--- src/rtl/uart_rx_ctrl_pkg.sv ---
// Shared UART constants, the byte type and the baud divisor helper.
// Used by uart_rx_ctrl and uart_baud_gen.
package uart_rx_ctrl_pkg;

  localparam int unsigned UART_DATA_W     = 8;
  localparam int unsigned UART_OVERSAMPLE = 16;

  typedef logic [UART_DATA_W-1:0] uart_byte_t;

  // Divisor value for a given clock and baud rate: f_clk/(16*baud) - 1.
  function automatic int unsigned uart_divisor(input int unsigned clk_hz,
                                               input int unsigned baud);
    return clk_hz / (UART_OVERSAMPLE * baud) - 1;
  endfunction

endpackage

--- src/rtl/uart_baud_gen.sv ---
// Programmable oversample tick generator: counts 0..divisor and emits a registered
// one-cycle tick in the cycle where count == divisor. Shared with the transmitter.
module uart_baud_gen
  import uart_rx_ctrl_pkg::*;
#(
  parameter int unsigned DIV_W = 16
) (
  input  logic             clk,
  input  logic             nRST,
  input  logic             en,
  input  logic [DIV_W-1:0] divisor,
  output logic             tick
);

  logic [DIV_W-1:0] count_q, count_d;
  logic             tick_q, tick_d;

  // A count already past a freshly lowered divisor wraps to 0; it only ticks if divisor is 0.
  always_comb begin
    count_d = '0;
    tick_d  = 1'b0;
    if (en) begin
      if (count_q < divisor) count_d = count_q + 1'b1;
      tick_d = (count_d == divisor);
    end
  end

  always_ff @(posedge clk or negedge nRST) begin
    if (!nRST) begin
      count_q <= '0;
      tick_q  <= 1'b0;
    end else begin
      count_q <= count_d;
      tick_q  <= tick_d;
    end
  end

  assign tick = tick_q;

endmodule

--- src/rtl/uart_rx_ctrl.sv ---
// UART receive front-end: baud tick, rx edge detect, FWFT byte FIFO, overrun and error count.
// Define UART_RX_CTRL_KEEP_ERR_EN to also queue errored frames, flagged on m_err.
module uart_rx_ctrl
  import uart_rx_ctrl_pkg::*;
#(
  parameter int unsigned DIV_W = 16,
  parameter int unsigned DEPTH = 4,
  parameter int unsigned ERR_W = 8
) (
  input  logic                       clk,
  input  logic                       nRST,
  input  logic                       en,
  input  logic [DIV_W-1:0]           divisor,
  input  logic                       clr,
  output logic                       uart_clk,
  input  logic                       rx_ready,
  input  logic [7:0]                 rx_data,
  input  logic                       rx_error,
  output logic [7:0]                 m_data,
  output logic                       m_valid,
  input  logic                       m_ready,
  output logic [$clog2(DEPTH):0]     level,
  output logic                       overrun,
  output logic [ERR_W-1:0]           err_cnt
`ifdef UART_RX_CTRL_KEEP_ERR_EN
  ,
  output logic                       m_err
`endif
);

  localparam int unsigned PTR_W = $clog2(DEPTH);
  localparam int unsigned LVL_W = PTR_W + 1;
`ifdef UART_RX_CTRL_KEEP_ERR_EN
  localparam int unsigned ENTRY_W = UART_DATA_W + 1;
`else
  localparam int unsigned ENTRY_W = UART_DATA_W;
`endif

  logic [ENTRY_W-1:0] mem_q [DEPTH];
  logic [ENTRY_W-1:0] mem_d [DEPTH];
  logic [PTR_W-1:0]   wr_ptr_q, wr_ptr_d, rd_ptr_q, rd_ptr_d;
  logic [LVL_W-1:0]   level_q, level_d;
  logic               overrun_q, overrun_d;
  logic [ERR_W-1:0]   err_cnt_q, err_cnt_d;
  logic               rx_ready_q, rx_error_q;
  logic               push, err_ev, wr_req, pop, full, do_wr;
  logic [ENTRY_W-1:0] wr_entry;

  uart_baud_gen #(.DIV_W(DIV_W)) u_baud_gen (
    .clk     (clk),
    .nRST    (nRST),
    .en      (en),
    .divisor (divisor),
    .tick    (uart_clk)
  );

  assign push   = rx_ready & ~rx_ready_q;
  assign err_ev = rx_error & ~rx_error_q;

`ifdef UART_RX_CTRL_KEEP_ERR_EN
  // A good-frame and error edge in the same cycle collapse into one flagged entry.
  assign wr_req   = push | err_ev;
  assign wr_entry = {err_ev, rx_data};
`else
  assign wr_req   = push;
  assign wr_entry = rx_data;
`endif

  assign full  = (level_q == LVL_W'(DEPTH));
  assign pop   = (level_q != '0) & m_ready;
  assign do_wr = wr_req & (~full | pop);

  always_comb begin
    mem_d     = mem_q;
    wr_ptr_d  = wr_ptr_q;
    rd_ptr_d  = rd_ptr_q;
    level_d   = level_q;
    overrun_d = overrun_q;
    err_cnt_d = err_cnt_q;

    if (do_wr) begin
      mem_d[wr_ptr_q] = wr_entry;
      wr_ptr_d        = wr_ptr_q + 1'b1;
    end
    if (pop) rd_ptr_d = rd_ptr_q + 1'b1;

    case ({do_wr, pop})
      2'b10:   level_d = level_q + 1'b1;
      2'b01:   level_d = level_q - 1'b1;
      default: level_d = level_q;
    endcase

    if (wr_req && full && !pop) overrun_d = 1'b1;
    if (err_ev && err_cnt_q != '1) err_cnt_d = err_cnt_q + 1'b1;

    if (clr) begin
      overrun_d = 1'b0;
      err_cnt_d = '0;
    end
  end

  always_ff @(posedge clk or negedge nRST) begin
    if (!nRST) begin
      for (int unsigned i = 0; i < DEPTH; i++) mem_q[i] <= '0;
      wr_ptr_q   <= '0;
      rd_ptr_q   <= '0;
      level_q    <= '0;
      overrun_q  <= 1'b0;
      err_cnt_q  <= '0;
      rx_ready_q <= 1'b0;
      rx_error_q <= 1'b0;
    end else begin
      mem_q      <= mem_d;
      wr_ptr_q   <= wr_ptr_d;
      rd_ptr_q   <= rd_ptr_d;
      level_q    <= level_d;
      overrun_q  <= overrun_d;
      err_cnt_q  <= err_cnt_d;
      rx_ready_q <= rx_ready;
      rx_error_q <= rx_error;
    end
  end

  assign m_valid = (level_q != '0);
  assign m_data  = mem_q[rd_ptr_q][7:0];
  assign level   = level_q;
  assign overrun = overrun_q;
  assign err_cnt = err_cnt_q;
`ifdef UART_RX_CTRL_KEEP_ERR_EN
  assign m_err   = mem_q[rd_ptr_q][8];
`endif

endmodule

--- config.mk ---
export PLATFORM = sky130hd
export DESIGN_NAME = uart_rx_ctrl
export DESIGN_NICKNAME = d
export VERILOG_FILES = /design/src/rtl/uart_rx_ctrl_pkg.sv /design/src/rtl/uart_baud_gen.sv /design/src/rtl/uart_rx_ctrl.sv
export SDC_FILE = /design/constraint.sdc
export NUM_CORES = 1
export LEC_CHECK = 0
export ABC_AREA = 1
export CORE_ASPECT_RATIO = 0.75
export CORE_UTILIZATION = 50
export DETAILED_ROUTE_END_ITERATION = 12
export PLACE_DENSITY_LB_ADDON = 0.05
export SLEW_MARGIN = 25
export SYNTH_ARGS = -nofsm -noshare
export SYNTH_HDL_FRONTEND = slang
export SYNTH_SLANG_ARGS = --single-unit
export TNS_END_PERCENT = 10
--- constraint.sdc ---
create_clock -name clk -period 2.5 [get_ports clk]
set_input_delay 0.25 -clock clk [delete_from_list [all_inputs] [get_ports clk]]
set_output_delay 0.25 -clock clk [all_outputs]
set_load 0.02 [all_outputs]
# Word-level counts from Yosys, hierarchy flattened
# Cells that the tools add are included.
[word_totals]
regBits = 67
inputBits = 31
out_inout_bits = 22
elab_cells = 62
[classes]
addsub = 6
n_lt_le_gt_ge = 4
eq_ne = 5
n_mux = 15
n_bitwise = 10
reduce_logical = 9
[op_table]
columns = ["cell", "count"]
rows = [
  ["16-bit 2-to-1 mux", 3],
  ["8-bit 2-to-1 mux", 5],
  ["32-bit bitwise mux", 1],
  ["16-bit by 1-bit adder with 16-bit output (second input constant)", 1],
  ["8-bit binary-select mux with 2-bit select", 1],
  ["8-bit demux with 2-bit select", 1],
  ["16-bit equality test", 1],
  ["16-bit less-than comparator", 1],
  ["8-bit by 1-bit adder with 8-bit output (second input constant)", 1],
  ["8-bit != test (second input constant)", 1],
  ["3-bit greater-or-equal comparator (second input constant)", 2],
  ["2-bit NOT with 3-bit output", 2],
  ["3-bit one-hot mux with 2 select lines", 1],
  ["2-bit nonzero test", 3],
  ["2-bit by 1-bit adder with 2-bit output (second input constant)", 2],
  ["1-bit bitwise AND", 4],
  ["1-bit logical AND", 4],
  ["3-bit by 1-bit adder with 3-bit output (second input constant)", 1],
  ["3-bit equality test (second input constant)", 1],
  ["3-bit by 1-bit less-than comparator with 1-bit output (second input constant)", 1],
  ["1-bit 2-to-1 mux", 3],
  ["1-bit NOT", 3],
  ["3-bit nonzero test", 1],
  ["3-bit by 1-bit subtractor with 3-bit output (second input constant)", 1],
  ["other kinds (4)", 4],
]

# Longest topological paths before layout
# Gate-level depths: netlist (run 1).
[depth]
word_depth = 6
depth_mapped = 18
depth_no_buf = 17

# Hierarchy
# Synthesis (run 1) repeated with hierarchy kept, for this count alone.
[unflattened]
cells_unflattened = 525
area_unflattened_um2 = 4227.8
[by_module_without_submodules]
columns = ["module", "n_inst", "cells_per_inst", "area_each_um2", "seq_area_each_um2"]
rows = [
  ["uart_rx_ctrl", 1, 268, 2473.6, 1251.2],
  ["uart_baud_gen", 1, 257, 1754.2, 425.4],
]

# Worst setup path before layout (run 1)
# No wires, ideal clock.
[synth_timing]
path_kind = "register to register"
start = "register level_q[1] (netlist: level[1])"
end = "register level_q[2] (netlist: level[2])"
setup_time_ps = 131
arrival_ps = 1970
required_ps = 2369
setup_slack_ps = 399
stages_incl_launch_ff = 10
n_path_buf = 0
period_less_slack_ps = 2101
path_cell_list = "dfrtp_1 > nor2_1 > nand3_1 > nand2_1 > ha_1 > inv_1 > fa_1 > a21oi_1 > o21ai_0 > xor2_1"
[synth_via]
elab_chain_cells = 6
word_cells_on_any_way = 12
cone_classes = "add/sub (2); eq/ne (3); mux (1); bitwise (4); reduce/logical (2)"
[synth_lines]
columns = ["item", "line", "source"]
rows = [
  ["start: declaration", "uart_rx_ctrl.sv:42", "logic [LVL_W-1:0] level_q, level_d;"],
  ["start signal: assignment", "uart_rx_ctrl.sv:116", "level_q <= level_d;"],
  ["3-bit nonzero test / 3-bit equality test (equally long branches)", "uart_rx_ctrl.sv:70, uart_rx_ctrl.sv:69", ""],
  ["1-bit bitwise AND / 1-bit NOT (equally long branches)", "uart_rx_ctrl.sv:70, uart_rx_ctrl.sv:71", ""],
  ["1-bit OR", "uart_rx_ctrl.sv:71", "assign do_wr = wr_req & (~full | pop);"],
  ["1-bit bitwise AND", "uart_rx_ctrl.sv:71", ""],
  ["2-bit by 1-bit equality test with 1-bit output / 2-bit equality test (equally long branches)", "uart_rx_ctrl.sv:87", "case ({do_wr, pop})"],
  ["3-bit one-hot mux with 2 select lines / 2-bit nonzero test (equally long branches)", "--", ""],
]
# Parallel ways exist; a longest one is shown, timed or not.
# A chain may end at the register's enable or synchronous reset.

# Worst setup path in the final report (run 1)
[layout_timing]
start = "register rd_ptr_q[1]"
end = "output m_data[0]"
[layout_via]
elab_chain_cells = 4
[layout_lines]
columns = ["item", "line", "source"]
rows = [
  ["start: declaration", "uart_rx_ctrl.sv:41", "logic [PTR_W-1:0] wr_ptr_q, wr_ptr_d, rd_ptr_q, rd_ptr_d;"],
  ["start signal: assignment", "uart_rx_ctrl.sv:115", "rd_ptr_q <= rd_ptr_d;"],
  ["2-bit NOT with 3-bit output (implied by the code)", "uart_rx_ctrl.sv:125", "assign m_data = mem_q[rd_ptr_q][7:0];"],
  ["8-bit binary-select mux with 2-bit select", "uart_rx_ctrl.sv:125", ""],
  ["8-bit 2-to-1 mux (implied by the code) (2 in a row)", "uart_rx_ctrl.sv:125", ""],
  ["end: declaration", "uart_rx_ctrl.sv:19", "output logic [7:0] m_data,"],
]
# No other way between the ends. The select of a mux whose other input is x is not followed.

==> results_tabular.tex, run 1 <==
\begin{tabular}{lr}
\hline
Metric & Value \\
\hline
\multicolumn{2}{l}{\textbf{Critical path}} \\
\quad Max FO, Critical Path & 9 \\
\quad Critical Setup Path Class & reg -> out \\
\quad Flop-to-flop setup slack & 0.26 ns \\
\quad Critical path, cell by cell & inv\_1 > o21ai\_0 > o22ai\_1 > clkdlybuf4s50\_1 \\
\quad Number of buffers and inverters on the critical path & 2 \\
\quad Reg-to-reg critical path startpoint & u\_baud\_gen.count\_q[3] \\
\quad Worst stage delay on the critical path & 0.64 ns \\
\quad Logic depth of the worst setup path including buffers & 4 \\
\quad Element type at the critical path start & register \\
\quad Number of cells traversed by the worst register-to-register path & 13 \\
\quad Capture instance of the worst register-to-register path & u\_baud\_gen.tick \\
\quad Worst path arrival time & 2.08 ns \\
\quad Required time at the endpoint of the critical path & 2.25 ns \\
\quad Critical-path top delay cell & sky130\_fd\_sc\_hd\_\_clkdlybuf4s50\_1 \\
\quad Kind of cell adding the most delay to the critical path & buffers and inverters \\
\quad Type of element capturing the critical path & output pin \\
\multicolumn{2}{l}{\textbf{Synth}} \\
\quad Top cells by area, synth & sky130\_fd\_sc\_hd\_\_dfrtp\_1 (41\%), sky130\_fd\_sc\_hd\_\_mux2\_2 (8.9\%), sky130\_fd\_sc\_hd\_\_nand2\_1 (7.7\%) \\
\quad Asr flop ratio synth & 1.00 \\
\quad Synthesized area & 4040 um2 \\
\quad Number of storage elements in the synthesis netlist & 67 \\
\quad Number of synthesized flops with an enable pin & 0 \\
\quad Compound-cell area share of the yosys netlist & 0.0709 \\
\quad Gate count of the mapped netlist & 474 \\
\quad Library cells used by synthesis & 37 \\
\quad Warnings from Yosys & 0 \\
\quad Sequential area share after synthesis & 0.415 \\
\quad Fraction of synthesized cell area taken by the top area cell type & 0.415 \\
\quad Post-synth top flop & sky130\_fd\_sc\_hd\_\_dfrtp\_1 \\
\quad Post-Synth Simple-Gate Area & 0.240 \\
\quad Xor/xnor cell area share of the yosys netlist & 0.0303 \\
\quad Combinational family with the most area after synthesis & simple AND/OR/NAND/NOR gates \\
\quad Number of nets in the synthesized netlist & 528 \\
\quad Largest area contributor in the netlist & sky130\_fd\_sc\_hd\_\_dfrtp\_1 \\
\quad Multiplexer share of the synthesized area & 0.0892 \\
\quad Post-Synth Adder-Cell Area & 0.0731 \\
\quad Mean area per synthesized cell & 8.53 um2 \\
\multicolumn{2}{l}{\textbf{Route}} \\
\quad Post-detailed-route via-to-cell ratio & 5.22 \\
\quad Pre-Repair DR Iteration Count & 5 \\
\quad Total wirelength of the detailed-routed design & 9460 um \\
\quad Average detailed-routed wire length per instance & 14.4 um \\
\quad Total number of vias & 3417 \\
\quad DRC violations left & 0 \\
\quad Detailed router's first-iteration violation count & 168 \\
\quad Remaining number of nets flagged by the antenna check after routing & 0 \\
\multicolumn{2}{l}{\textbf{Place}} \\
\quad Cell area reported after detailed placement & 4780 um2 \\
\quad Buffers added on ports & 52 \\
\quad Total placed cells including tap cells & 639 \\
\quad Detailed placer's ending HPWL & 7150 um \\
\quad Placer's final routability congestion estimate & 0.880 \\
\multicolumn{2}{l}{\textbf{Worst hold path}} \\
\quad Tightest Hold Check Type & in -> reg \\
\quad Worst hold path startpoint & rx\_ready \\
\quad Hold path endpoint & rx\_ready\_q \\
\quad Worst hold path cell count & 1 \\
\multicolumn{2}{l}{\textbf{Layout}} \\
\quad Layout cells sized above 1 & 0.171 \\
\quad Post-layout net count & 604 \\
\quad Most used cells in the layout excluding fill and tap cells & sky130\_fd\_sc\_hd\_\_nand2\_1 (83), sky130\_fd\_sc\_hd\_\_inv\_1 (67), sky130\_fd\_sc\_hd\_\_dfrtp\_1 (67), sky130\_fd\_sc\_hd\_\_nor2\_1 (61), sky130\_fd\_sc\_hd\_\_clkdlybuf4s50\_1 (51) \\
\quad Final design area excluding fillers & 4990 um2 \\
\quad Non-Filler Instances & 655 \\
\quad Post-Route Utilization & 0.659 \\
\quad Commonest non-fill, non-tap cell in the layout & sky130\_fd\_sc\_hd\_\_nand2\_1 \\
\quad Number of antenna cells inserted & 0 \\
\quad Layout area overhead & 23.4\% \\
\multicolumn{2}{l}{\textbf{STA}} \\
\quad Clock skew & 0.00432 ns \\
\quad Setup-violating endpoint count in the final report & 0 \\
\quad Total count of max-transition violations in the final report & 0 \\
\quad Peak clock frequency supported by timing & 428 MHz \\
\quad Crit path time final & 2.33 ns \\
\quad Worst Tran Pin Value & 0.665 ns \\
\quad Final clock period utilization by the worst path & 0.934 \\
\quad Worst-case headroom to the max-slew limit & 0.557 \\
\quad Final number of hold-violating endpoints & 0 \\
\quad RSZ-0062 raised after global routing & false \\
\multicolumn{2}{l}{\textbf{Floorplanning}} \\
\quad Initial standard-cell utilization of the core & 0.534 \\
\quad Placeable core region & 7570 um2 \\
\quad DIE WIDTH & 106 um \\
\quad Row count & 27 \\
\quad Chip height & 79.9 um \\
\quad I/O Pins & 53 \\
\quad Area of the die & 8450 um2 \\
\multicolumn{2}{l}{\textbf{Clock network}} \\
\quad Clk buf depth & 2 \\
\quad Clock tree sinks & 67 \\
\quad Library cell used as clock root buffer & sky130\_fd\_sc\_hd\_\_clkbuf\_8 \\
\quad Clock insertion delay at the later pin of the skew report & 0.35 ns \\
\quad Maximum level of the CTS H-tree & 3 \\
\quad Clock-pin slew of the registers on the worst-case setup and hold paths & 0.07 ns \\
\quad TritonCTS clock tree & yes \\
\quad Number of buffers created by CTS & 9 \\
\multicolumn{2}{l}{\textbf{Run status}} \\
\quad Result of the run & finished clean \\
\multicolumn{2}{l}{\textbf{Global routing}} \\
\quad Initial antenna violation count & 0 \\
\quad Number of global-route vias before repair & 3284 \\
\quad Overflow left after global routing & 0 \\
\quad Total routing usage reported by global routing & 0.245 \\
\quad First-pass GRT wire length & 15900 um \\
\quad Largest net degree at the start of global routing & 29 \\
\multicolumn{2}{l}{\textbf{Job}} \\
\quad \# Max-Cap Violations & 0 \\
\multicolumn{2}{l}{\textbf{Pwr}} \\
\quad Largest voltage drop on the vdd net & 0.536 mV \\
\quad Cell leakage power & 2.40 nW \\
\quad Power density over the cells & 827 nW/um2 \\
\hline
\end{tabular}
[power breakdown]
part           switching [mW]  leakage [nW]  total, mW  internal, mW
Combinational           0.821          1.46       1.62         0.800
Sequential              0.191         0.850       1.60          1.41
Clock                   0.392        0.0995      0.901         0.509
Total                    1.40          2.40       4.13          2.72
[routing by layer]
| layer | track usage | vias to the layer above | routed length [um] |
|---|---|---|---|
| li1 | - | 1705 | - |
| met5 | 0 | - | 0 |
| met1 | 0.361 | 1569 | 4750 |
| met3 | 0.0669 | 14 | 771 |
| met2 | 0.348 | 129 | 3810 |
| met4 | 0.0750 | 0 | 131 |
[cell type report]
class | instances | area, um2
Multi-Input combinational cell | 329 | 2030
Clock buffer | 13 | 159
Inverter | 69 | 259
Tap cell | 101 | 126
Clock inverter | 2 | 35.0
Timing Repair Buffer | 74 | 696
Sequential cell | 67 | 1680
Fill cell | 646 | 2580
[synth_stat cells (all sizes together), types with 2 or more instances]
cell    number
dfrtp       67
ha          22
nor3         8
nand3       27
xor2        11
o21ai       25
buf          5
nor2        72
nand4       12
mux2        32
xnor2        3
inv         69
a221oi       2
a21oi       13
clkbuf       4
nand2       87
o22ai        8
[state kept, by name, summed over array words and instances, names as in the netlist]
register            cells
rx_error_q              1
err_cnt                 8
rx_ready_q              1
mem_q                  32
level                   3
overrun                 1
u_baud_gen.tick         1
rd_ptr_q                2
wr_ptr_q                2
u_baud_gen.count_q     16
[how the worst max path moves through the flow]
| stage | from | to | slack, ns |
|---|---|---|---|
| 4_1_cts | rd_ptr_q[0] | m_data[3] | 0.15 |
| 3_3_place_gp | divisor[5] | u_baud_gen.tick | -0.15 |
| 5_1_grt | divisor[13] | u_baud_gen.tick | 0.04 |
| 3_5_place_dp | divisor[5] | u_baud_gen.tick | -0.17 |
| 6_report | rd_ptr_q[1] | m_data[0] | 0.17 |
| 2_1_floorplan | level[1] | level[2] | 0.40 |
[repair_timing]
action,4_1_cts,5_1_grt
endpoints found under the setup margin,0,1
hold buffers,1,0
endpoints found under the hold margin,26,0
gates resized for setup,0,1
buffers inserted,0,0
[logic make-up (layout without fill, tap and decap cells)]
group,after synthesis,count (layout)
AO/OA/AOI/OAI,51,51
XOR/XNOR,14,14
adder cells (fa/ha/maj),23,23
buffers and inverters,78,158
flip-flops,67,67
multiplexers,32,32
AND/OR/NAND/NOR,209,209
[stage by stage]
step / power, mW / setup TNS (ns) / setup slack (ns) / hold slack (ns)
3_3_place_gp: 3.19 / -0.153 / -0.153 / 0.321
2_1_floorplan: 2.59 / 0 / 0.399 / -0.0456
4_1_cts: 4.17 / 0 / 0.149 / 0.355
6_report: 4.13 / 0 / 0.166 / 0.369
3_5_place_dp: 3.25 / -0.168 / -0.168 / 0.330
5_1_grt: 4.40 / 0 / 0.0414 / 0.362
Note: power is estimated with default switching activity, not from simulation.
==> run 2: changes to the inputs <==
RECOVER_POWER = 25   (was unset)
==> run 2 against run 1 <==
  * Combinational power hardly changed
  * Wire length hardly changed
  * Largest cell class unchanged
  * Setup slack worse by 0.018 ns
  * Clock power hardly changed
  * The flow now finishes with violations (capacitance limit, slew limit)
  * Fmax is 0.75% lower
  * Critical path depth stayed put
  * Register-to-register slack hardly changed
  * Sequential power hardly changed
  * Via count is 0.23% lower
  * Critical endpoint unchanged
  * Die area stayed put
  * Clock skew is 0.00071 ns lower
  * Global-route usage stayed put
==> results_tabular.tex, run 2 (synthesis results as in run 1) <==
\begin{tabular}{lr}
\hline
Metric & Value \\
\hline
\multicolumn{2}{l}{\textbf{STA}} \\
\quad Setup-violating endpoint count in the final report & 0 (unchanged) \\
\quad Worst-case headroom to the max-slew limit & -0.0678 (-0.625) \\
\quad Worst Tran Pin Value & 1.60 ns (+0.937 ns) \\
\quad Worst hold margin & 0.483 ns (+0.114 ns) \\
\quad Total count of max-transition violations in the final report & 29 (+29) \\
\quad RSZ-0062 raised after global routing & false \\
\quad Peak clock frequency supported by timing & 425 MHz (-0.75\%) \\
\quad Final clock period utilization by the worst path & 0.941 (+0.00708) \\
\quad Clock skew & 0.00361 ns (-0.000714 ns) \\
\quad Crit path time final & 2.35 ns (+0.0177 ns) \\
\quad Final number of hold-violating endpoints & 0 (unchanged) \\
\multicolumn{2}{l}{\textbf{Route}} \\
\quad Remaining number of nets flagged by the antenna check after routing & 0 (unchanged) \\
\quad Pre-Repair DR Iteration Count & 5 (unchanged) \\
\quad Detailed router's first-iteration violation count & 169 (+0.60\%) \\
\quad Average detailed-routed wire length per instance & 14.4 um (about the same) \\
\quad Total wirelength of the detailed-routed design & 9460 um (about the same) \\
\quad DRC violations left & 0 (unchanged) \\
\quad Post-detailed-route via-to-cell ratio & 5.20 (-0.23\%) \\
\quad Total number of vias & 3409 (-0.23\%) \\
\multicolumn{2}{l}{\textbf{Floorplanning}} \\
\quad Chip height & 79.9 um (unchanged) \\
\quad Area of the die & 8450 um2 (unchanged) \\
\quad I/O Pins & 53 (unchanged) \\
\quad DIE WIDTH & 106 um (unchanged) \\
\quad Placeable core region & 7570 um2 (unchanged) \\
\quad Row count & 27 (unchanged) \\
\quad Initial standard-cell utilization of the core & 0.534 (unchanged) \\
\multicolumn{2}{l}{\textbf{Clock network}} \\
\quad Clk buf depth & 2 (unchanged) \\
\quad Post-CTS setup buffer count & 0 (unchanged) \\
\quad Clock-pin slew of the registers on the worst-case setup and hold paths & 0.07 ns (about the same) \\
\quad Clock insertion delay at the later pin of the skew report & 0.35 ns (about the same) \\
\quad TritonCTS clock tree & yes \\
\quad Maximum level of the CTS H-tree & 3 (unchanged) \\
\quad Clock tree sinks & 67 (unchanged) \\
\quad Library cell used as clock root buffer & sky130\_fd\_sc\_hd\_\_clkbuf\_8 \\
\quad Number of buffers created by CTS & 9 (unchanged) \\
\multicolumn{2}{l}{\textbf{Pwr}} \\
\quad Power density over the cells & 829 nW/um2 (+0.13\%) \\
\quad Largest voltage drop on the vdd net & 0.534 mV (-0.32\%) \\
\quad Cell leakage power & 2.40 nW (-0.38\%) \\
\quad PnR Total Power & 4.12 mW (about the same) \\
\multicolumn{2}{l}{\textbf{Layout}} \\
\quad Number of fill cells in the layout & 649 (+0.46\%) \\
\quad Layout area overhead & 23.2\% \\
\quad Post-Route Utilization & 0.658 (-0.00116) \\
\quad Number of flip-flops under the largest register name & 32 (unchanged) \\
\quad Post-layout net count & 604 (unchanged) \\
\quad Commonest non-fill, non-tap cell in the layout & sky130\_fd\_sc\_hd\_\_nand2\_1 \\
\quad Layout cells sized above 1 & 0.166 (-0.00542) \\
\quad Most used cells in the layout excluding fill and tap cells & sky130\_fd\_sc\_hd\_\_nand2\_1 (83), sky130\_fd\_sc\_hd\_\_inv\_1 (67), sky130\_fd\_sc\_hd\_\_dfrtp\_1 (67), sky130\_fd\_sc\_hd\_\_nor2\_1 (61), sky130\_fd\_sc\_hd\_\_clkdlybuf4s50\_1 (49) \\
\quad Register with the most flip-flops & mem\_q \\
\quad Number of antenna cells inserted & 0 (unchanged) \\
\multicolumn{2}{l}{\textbf{Global routing}} \\
\quad First-pass GRT wire length & 15900 um (unchanged) \\
\quad Initial antenna violation count & 0 (unchanged) \\
\quad Overflow left after global routing & 0 (unchanged) \\
\quad Largest net degree at the start of global routing & 29 (unchanged) \\
\quad Number of global-route vias before repair & 3284 (unchanged) \\
\quad Total routing usage reported by global routing & 0.245 (unchanged) \\
\multicolumn{2}{l}{\textbf{Critical path}} \\
\quad Required time at the endpoint of the critical path & 2.25 ns (about the same) \\
\quad Worst path arrival time & 2.10 ns (+0.02 ns) \\
\quad Element type at the critical path start & register \\
\quad Source of the critical timing path & rd\_ptr\_q[1] \\
\quad Critical Setup Path Class & reg -> out \\
\quad Max FO, Critical Path & 9 (unchanged) \\
\quad Type of element capturing the critical path & output pin \\
\quad Reg-to-reg critical path startpoint & u\_baud\_gen.count\_q[3] \\
\multicolumn{2}{l}{\textbf{Run status}} \\
\quad Result of the run & complete, but fails checks \\
\quad Failing checks & capacitance limit, slew limit \\
\multicolumn{2}{l}{\textbf{Place}} \\
\quad Placer's final routability congestion estimate & 0.880 (unchanged) \\
\quad Detailed placer's ending HPWL & 7150 um (unchanged) \\
\quad Buffers added on ports & 52 (unchanged) \\
\multicolumn{2}{l}{\textbf{Worst hold path}} \\
\quad Tightest Hold Check Type & in -> reg \\
\quad Worst hold path startpoint & rx\_ready \\
\multicolumn{2}{l}{\textbf{Job}} \\
\quad \# Max-Cap Violations & 1 (+1) \\
\hline
\end{tabular}
[run 2: cell types whose count changed in the layout (fill, tap and decap cells not counted)]
cell	delta
sky130_fd_sc_hd__buf_4	-2
sky130_fd_sc_hd__buf_2	-1
sky130_fd_sc_hd__dlygate4sd3_1	+2
sky130_fd_sc_hd__clkbuf_1	+3
sky130_fd_sc_hd__clkdlybuf4s50_1	-2
[run 2: path summary, 6_finish.rpt]
kind                                     endpoint  slack [ns]  depth (start not counted)
max reg2reg                       u_baud_gen.tick        0.27                         13
min reg2reg                            err_cnt[7]        0.50                          1
min in group asynchronous  u_baud_gen.count_q[15]        0.83                          2
max                                     m_data[0]        0.15                          4
max in group asynchronous                level[1]        0.61                          3
min                                    rx_ready_q        0.48                          1
[run 2: layer usage]
metal	track usage	vias to the layer above	part of all wire
met5	0	-	0
met3	0.0669	14	0.081
met1	0.361	1566	0.50
li1	-	1706	-
met2	0.348	123	0.40
met4	0.0750	0	0.014
[run 2: area by class of cell]
cell class / count / area (um2) / area share
Multi-Input combinational cell: 329 / 2030 / 0.409
Sequential cell: 67 / 1680 / 0.337
Timing Repair Buffer: 74 / 687 / 0.138
Inverter: 69 / 259 / 0.0520
Clock buffer: 13 / 159 / 0.0319
Tap cell: 101 / 126 / 0.0254
Clock inverter: 2 / 35.0 / 0.00704
[run 2: critical path, stage by stage (launching register included)]
cell and delay [ns]:
sky130_fd_sc_hd__dfrtp_1 0.49, sky130_fd_sc_hd__inv_1 0.29, sky130_fd_sc_hd__o21ai_0 0.14, sky130_fd_sc_hd__o22ai_1 0.19, sky130_fd_sc_hd__clkdlybuf4s50_1 0.65
[run 2: per-stage QoR]
stage	setup WS (ns)	area [um2]	TNS [ns]	cells
after global routing	0.0414	4980	0	655
after global placement	-0.153	4780	-0.153	639
final	0.148	4980	0	655
after floorplan	0.399	4040	0	474
after detailed placement	-0.168	4780	-0.168	639
after CTS	0.149	4980	0	655
[run 2: report_power, final]
part	internal (mW)	leakage [nW]	total, mW	switching (mW)
Sequential	1.41	0.850	1.61	0.192
Clock	0.509	0.0995	0.902	0.393
Combinational	0.794	1.45	1.62	0.823
[run 2: repair_timing]
item | 4_1_cts | 5_1_grt
setup endpoints to repair | 0 | 1
hold endpoints to repair | 26 | 0
hold buffers | 1 | 0
resized for setup | 0 | 1
==> run 3: changes to the inputs <==
SLEW_MARGIN = unset   (was 25)
SYNTH_HIERARCHICAL = 1   (was unset)
==> run 3 against run 2 <==
  * The run still ends with capacitance limit, slew limit left
  * Synthesized cell count increased by 11%
  * Fmax up 1.4%
  * Cell count increased by 8.5%
  * Hold slack got worse by 0.046 ns
  * Register-to-register slack got worse by 0.07 ns
  * Largest power group unchanged
==> results_tabular.tex, run 3 <==
\begin{tabular}{lr}
\hline
Metric & Value \\
\hline
\multicolumn{2}{l}{\textbf{Synth}} \\
\quad Sequential area share after synthesis & 0.397 (-0.0183) \\
\quad Asr flop ratio synth & 1.00 (unchanged) \\
\quad Warnings from Yosys & 6 (+6) \\
\quad Mean area per synthesized cell & 8.05 um2 (-5.5\%) \\
\quad Number of storage elements in the synthesis netlist & 67 (unchanged) \\
\quad Most frequent cells after synthesis & sky130\_fd\_sc\_hd\_\_nand2\_1 (110), sky130\_fd\_sc\_hd\_\_dfrtp\_1 (67), sky130\_fd\_sc\_hd\_\_inv\_1 (65) \\
\quad Gate count of the mapped netlist & 525 (+11\%) \\
\quad Number of nets in the synthesized netlist & 579 (+9.7\%) \\
\quad Fraction of synthesized cell area taken by the top area cell type & 0.397 (-0.0183) \\
\quad Top cells by area, synth & sky130\_fd\_sc\_hd\_\_dfrtp\_1 (40\%), sky130\_fd\_sc\_hd\_\_nand2\_1 (9.8\%), sky130\_fd\_sc\_hd\_\_ha\_1 (6.5\%) \\
\quad Largest area contributor in the netlist & sky130\_fd\_sc\_hd\_\_dfrtp\_1 \\
\quad Library cells used by synthesis & 35 (-5.4\%) \\
\quad Synthesized area & 4230 um2 (+4.6\%) \\
\quad Post-synth top flop & sky130\_fd\_sc\_hd\_\_dfrtp\_1 \\
\quad Number of synthesized flops with an enable pin & 0 (unchanged) \\
\quad Most frequent cell after synthesis & sky130\_fd\_sc\_hd\_\_nand2\_1 \\
\multicolumn{2}{l}{\textbf{Layout}} \\
\quad Area of the multi-input gates & 2160 um2 (+6.2\%) \\
\quad Register with the most flip-flops & mem\_q \\
\quad Number of antenna cells inserted & 0 (unchanged) \\
\quad Commonest non-fill, non-tap cell in the layout & sky130\_fd\_sc\_hd\_\_nand2\_1 \\
\quad Post-Route Utilization & 0.657 (-0.000906) \\
\quad Most used cells in the layout excluding fill and tap cells & sky130\_fd\_sc\_hd\_\_nand2\_1 (110), sky130\_fd\_sc\_hd\_\_dfrtp\_1 (67), sky130\_fd\_sc\_hd\_\_inv\_1 (64), sky130\_fd\_sc\_hd\_\_nor2\_1 (57), sky130\_fd\_sc\_hd\_\_clkdlybuf4s50\_1 (49) \\
\quad Number of fill cells in the layout & 741 (+14\%) \\
\quad Final design area excluding fillers & 5290 um2 (+6.3\%) \\
\quad Post-layout net count & 655 (+8.4\%) \\
\quad Sequential cell area in the final layout & 1680 um2 (unchanged) \\
\quad Layout cells sized above 1 & 0.145 (-0.0209) \\
\quad Layout area overhead & 25.2\% \\
\quad Number of flip-flops under the largest register name & 32 (unchanged) \\
\multicolumn{2}{l}{\textbf{Floorplanning}} \\
\quad DIE WIDTH & 108 um (+2.2\%) \\
\quad Placeable core region & 8060 um2 (+6.5\%) \\
\quad Initial standard-cell utilization of the core & 0.525 (-0.00937) \\
\quad I/O Pins & 53 (unchanged) \\
\quad Area of the die & 8830 um2 (+4.5\%) \\
\quad Chip height & 81.6 um (+2.2\%) \\
\quad Row count & 28 (+3.7\%) \\
\multicolumn{2}{l}{\textbf{Clock network}} \\
\quad Clock tree sinks & 67 (unchanged) \\
\quad Maximum level of the CTS H-tree & 3 (unchanged) \\
\quad Post-CTS setup buffer count & 0 (unchanged) \\
\quad Number of buffers created by CTS & 9 (unchanged) \\
\quad Clock-pin slew of the registers on the worst-case setup and hold paths & 0.06 ns (about the same) \\
\quad Resized cells post-CTS & 0 (unchanged) \\
\quad TritonCTS clock tree & yes \\
\quad Clock insertion delay at the later pin of the skew report & 0.33 ns (-0.02 ns) \\
\quad Cts hold-fix bufs & 0 (-1) \\
\quad Clk buf depth & 2 (unchanged) \\
\quad Library cell used as clock root buffer & sky130\_fd\_sc\_hd\_\_clkbuf\_16 \\
\multicolumn{2}{l}{\textbf{STA}} \\
\quad Peak clock frequency supported by timing & 431 MHz (+1.4\%) \\
\quad Worst Tran Pin Value & 1.68 ns (+0.0763 ns) \\
\quad Final number of hold-violating endpoints & 0 (unchanged) \\
\quad Setup WS post-layout & 0.181 ns (+0.0330 ns) \\
\quad Setup-violating endpoint count in the final report & 0 (unchanged) \\
\quad RSZ-0062 raised after global routing & true \\
\quad Crit path time final & 2.32 ns (-0.0330 ns) \\
\quad Total count of max-transition violations in the final report & 68 (+130\%) \\
\quad Fin Setup TNS & 0 ns (unchanged) \\
\quad Worst-case headroom to the max-slew limit & -0.119 (-0.0508) \\
\quad Worst hold margin & 0.437 ns (-0.0461 ns) \\
\quad Final clock period utilization by the worst path & 0.927 (-0.0132) \\
\quad Clock skew & 0.00769 ns (+0.00408 ns) \\
\multicolumn{2}{l}{\textbf{Critical path}} \\
\quad Required time at the endpoint of the critical path & 2.76 ns (+0.51 ns) \\
\quad Worst path arrival time & 2.58 ns (+0.48 ns) \\
\quad Element type at the critical path start & primary input \\
\quad Type of element capturing the critical path & register \\
\quad Max FO, Critical Path & 30 (+21) \\
\quad Capture instance of the worst register-to-register path & u\_baud\_gen/tick \\
\quad Critical Setup Path Class & in -> reg \\
\quad Number of cells traversed by the worst register-to-register path & 14 (+1) \\
\quad Reg-to-reg critical path startpoint & u\_baud\_gen/count\_q[7] \\
\quad Flop-to-flop setup slack & 0.20 ns (-0.07 ns) \\
\multicolumn{2}{l}{\textbf{Pwr}} \\
\quad Share of total power in sequential cells & 0.342 (-0.047) \\
\quad Largest voltage drop on the vdd net & 0.758 mV (+42\%) \\
\quad Cell leakage power & 2.54 nW (+6.0\%) \\
\quad P\_int & 2.99 mW (+10\%) \\
\quad Clock share of power & 0.298 (+0.079) \\
\quad Switching power & 1.65 mW (+17\%) \\
\quad Switching power share of the total & 0.355 (+0.0135) \\
\quad Power density over the cells & 877 nW/um2 (+5.8\%) \\
\quad Comb power frac & 0.360 (-0.032) \\
\multicolumn{2}{l}{\textbf{Place}} \\
\quad Placer's final routability congestion estimate & 0.906 (+3.0\%) \\
\quad Worst slack after detailed placement & -0.227 ns (-0.0591 ns) \\
\quad Buffers added on ports & 52 (unchanged) \\
\quad Detailed placer's ending HPWL & 7000 um (-2.1\%) \\
\quad Cell area reported after detailed placement & 4960 um2 (+3.7\%) \\
\multicolumn{2}{l}{\textbf{Global routing}} \\
\quad Total routing usage reported by global routing & 0.250 (+0.00433) \\
\quad Initial antenna violation count & 0 (unchanged) \\
\quad First-pass GRT wire length & 16800 um (+5.8\%) \\
\quad Number of global-route vias before repair & 3466 (+5.5\%) \\
\quad Largest net degree at the start of global routing & 68 (+130\%) \\
\quad Overflow left after global routing & 0 (unchanged) \\
\multicolumn{2}{l}{\textbf{Route}} \\
\quad Total number of vias & 3640 (+6.8\%) \\
\quad Average detailed-routed wire length per instance & 14.1 um (-2.7\%) \\
\quad Total wirelength of the detailed-routed design & 10000 um (+5.6\%) \\
\quad Detailed router's first-iteration violation count & 189 (+12\%) \\
\quad DRC violations left & 0 (unchanged) \\
\quad Pre-Repair DR Iteration Count & 5 (unchanged) \\
\quad Post-detailed-route via-to-cell ratio & 5.12 (-1.6\%) \\
\quad Remaining number of nets flagged by the antenna check after routing & 0 (unchanged) \\
\multicolumn{2}{l}{\textbf{Job}} \\
\quad \# Max-Cap Violations & 1 (unchanged) \\
\multicolumn{2}{l}{\textbf{Run status}} \\
\quad Failing checks & capacitance limit, slew limit \\
\quad Result of the run & complete, but fails checks \\
\multicolumn{2}{l}{\textbf{Worst hold path}} \\
\quad Tightest Hold Check Type & in -> async \\
\hline
\end{tabular}
-- run 3: changes by cell type after synthesis, moves of 6 or more --
cell	change
sky130_fd_sc_hd__nand4_1	+14
sky130_fd_sc_hd__nand2_1	+27
sky130_fd_sc_hd__o21ai_2	+7
sky130_fd_sc_hd__nor2_2	-6
sky130_fd_sc_hd__nand3_1	+6
sky130_fd_sc_hd__o21ai_1	+25
sky130_fd_sc_hd__mux2_2	-32
-- run 3: per-layer routing --
metal  part of all wire  global-route usage  routed length [um]  vias up
met3              0.052              0.0548                 521        8
met2               0.41               0.364                4090      105
met4             0.0078              0.0767                  78        0
met1               0.53               0.366                5300     1658
li1                   -                   -                   -     1869
met5                  0                   0                   0        -
-- run 3: power groups by stage --
stage / combinational [mW] / clock [mW] / sequential [mW]
floorplan: 1.06 / 0 / 1.59
global placement: 1.63 / 0 / 1.59
detailed placement: 1.67 / 0 / 1.60
CTS: 1.68 / 1.41 / 1.58
global route: 1.86 / 1.46 / 1.63
finish: 1.67 / 1.38 / 1.59
-- run 3: worst max-delay path by stage --
stage / start / end / cells after the start
after global routing: divisor[5] / u_baud_gen/tick / 16
after CTS: divisor[5] / u_baud_gen/tick / 16
after global placement: divisor[5] / u_baud_gen/tick / 16
after detailed placement: divisor[5] / u_baud_gen/tick / 16
final: divisor[5] / u_baud_gen/tick / 16
after floorplan: level[1] / level[2] / 9
-- run 3: worst max-delay path, cell delays in order --
cell,delay (ns)
sky130_fd_sc_hd__clkdlybuf4s50_1,0.48
sky130_fd_sc_hd__inv_1,0.07
sky130_fd_sc_hd__ha_1,0.31
sky130_fd_sc_hd__a21oi_1,0.13
sky130_fd_sc_hd__nor2_1,0.05
sky130_fd_sc_hd__nor3_1,0.19
sky130_fd_sc_hd__nand2_2,0.13
sky130_fd_sc_hd__nand2_8,0.20
sky130_fd_sc_hd__nand3_1,0.12
sky130_fd_sc_hd__nand2_1,0.08
sky130_fd_sc_hd__nand2_1,0.05
sky130_fd_sc_hd__nor2_1,0.10
sky130_fd_sc_hd__nand2_1,0.05
sky130_fd_sc_hd__nor2_1,0.20
sky130_fd_sc_hd__nand2_1,0.09
sky130_fd_sc_hd__nor2_2,0.08
-- run 3: cells by family after synthesis --
kind of cell / share of synthesized area
adders and majority gates: 0.0698
buffers and inverters: 0.0944
AOI/OAI and AO/OA: 0.103
DFF: 0.397
and+or+nand+nor: 0.295
xor gates and xnor gates: 0.0411
-- run 3: stage by stage --
| step | instances | total power, mW |
|---|---|---|
| detailed placement | 695 | 3.26 |
| floorplan | 525 | 2.65 |
| finish | 711 | 4.64 |
| global placement | 695 | 3.21 |
| global route | 711 | 4.94 |
| CTS | 711 | 4.67 |
-- run 3: cell type report --
type	count	share of cell area
Clock buffer	9	0.0426
Inverter	69	0.0496
Clock inverter	7	0.0189
Timing Repair Buffer	80	0.139
Multi-Input combinational cell	374	0.408
Sequential cell	67	0.317
Tap cell	105	0.0248
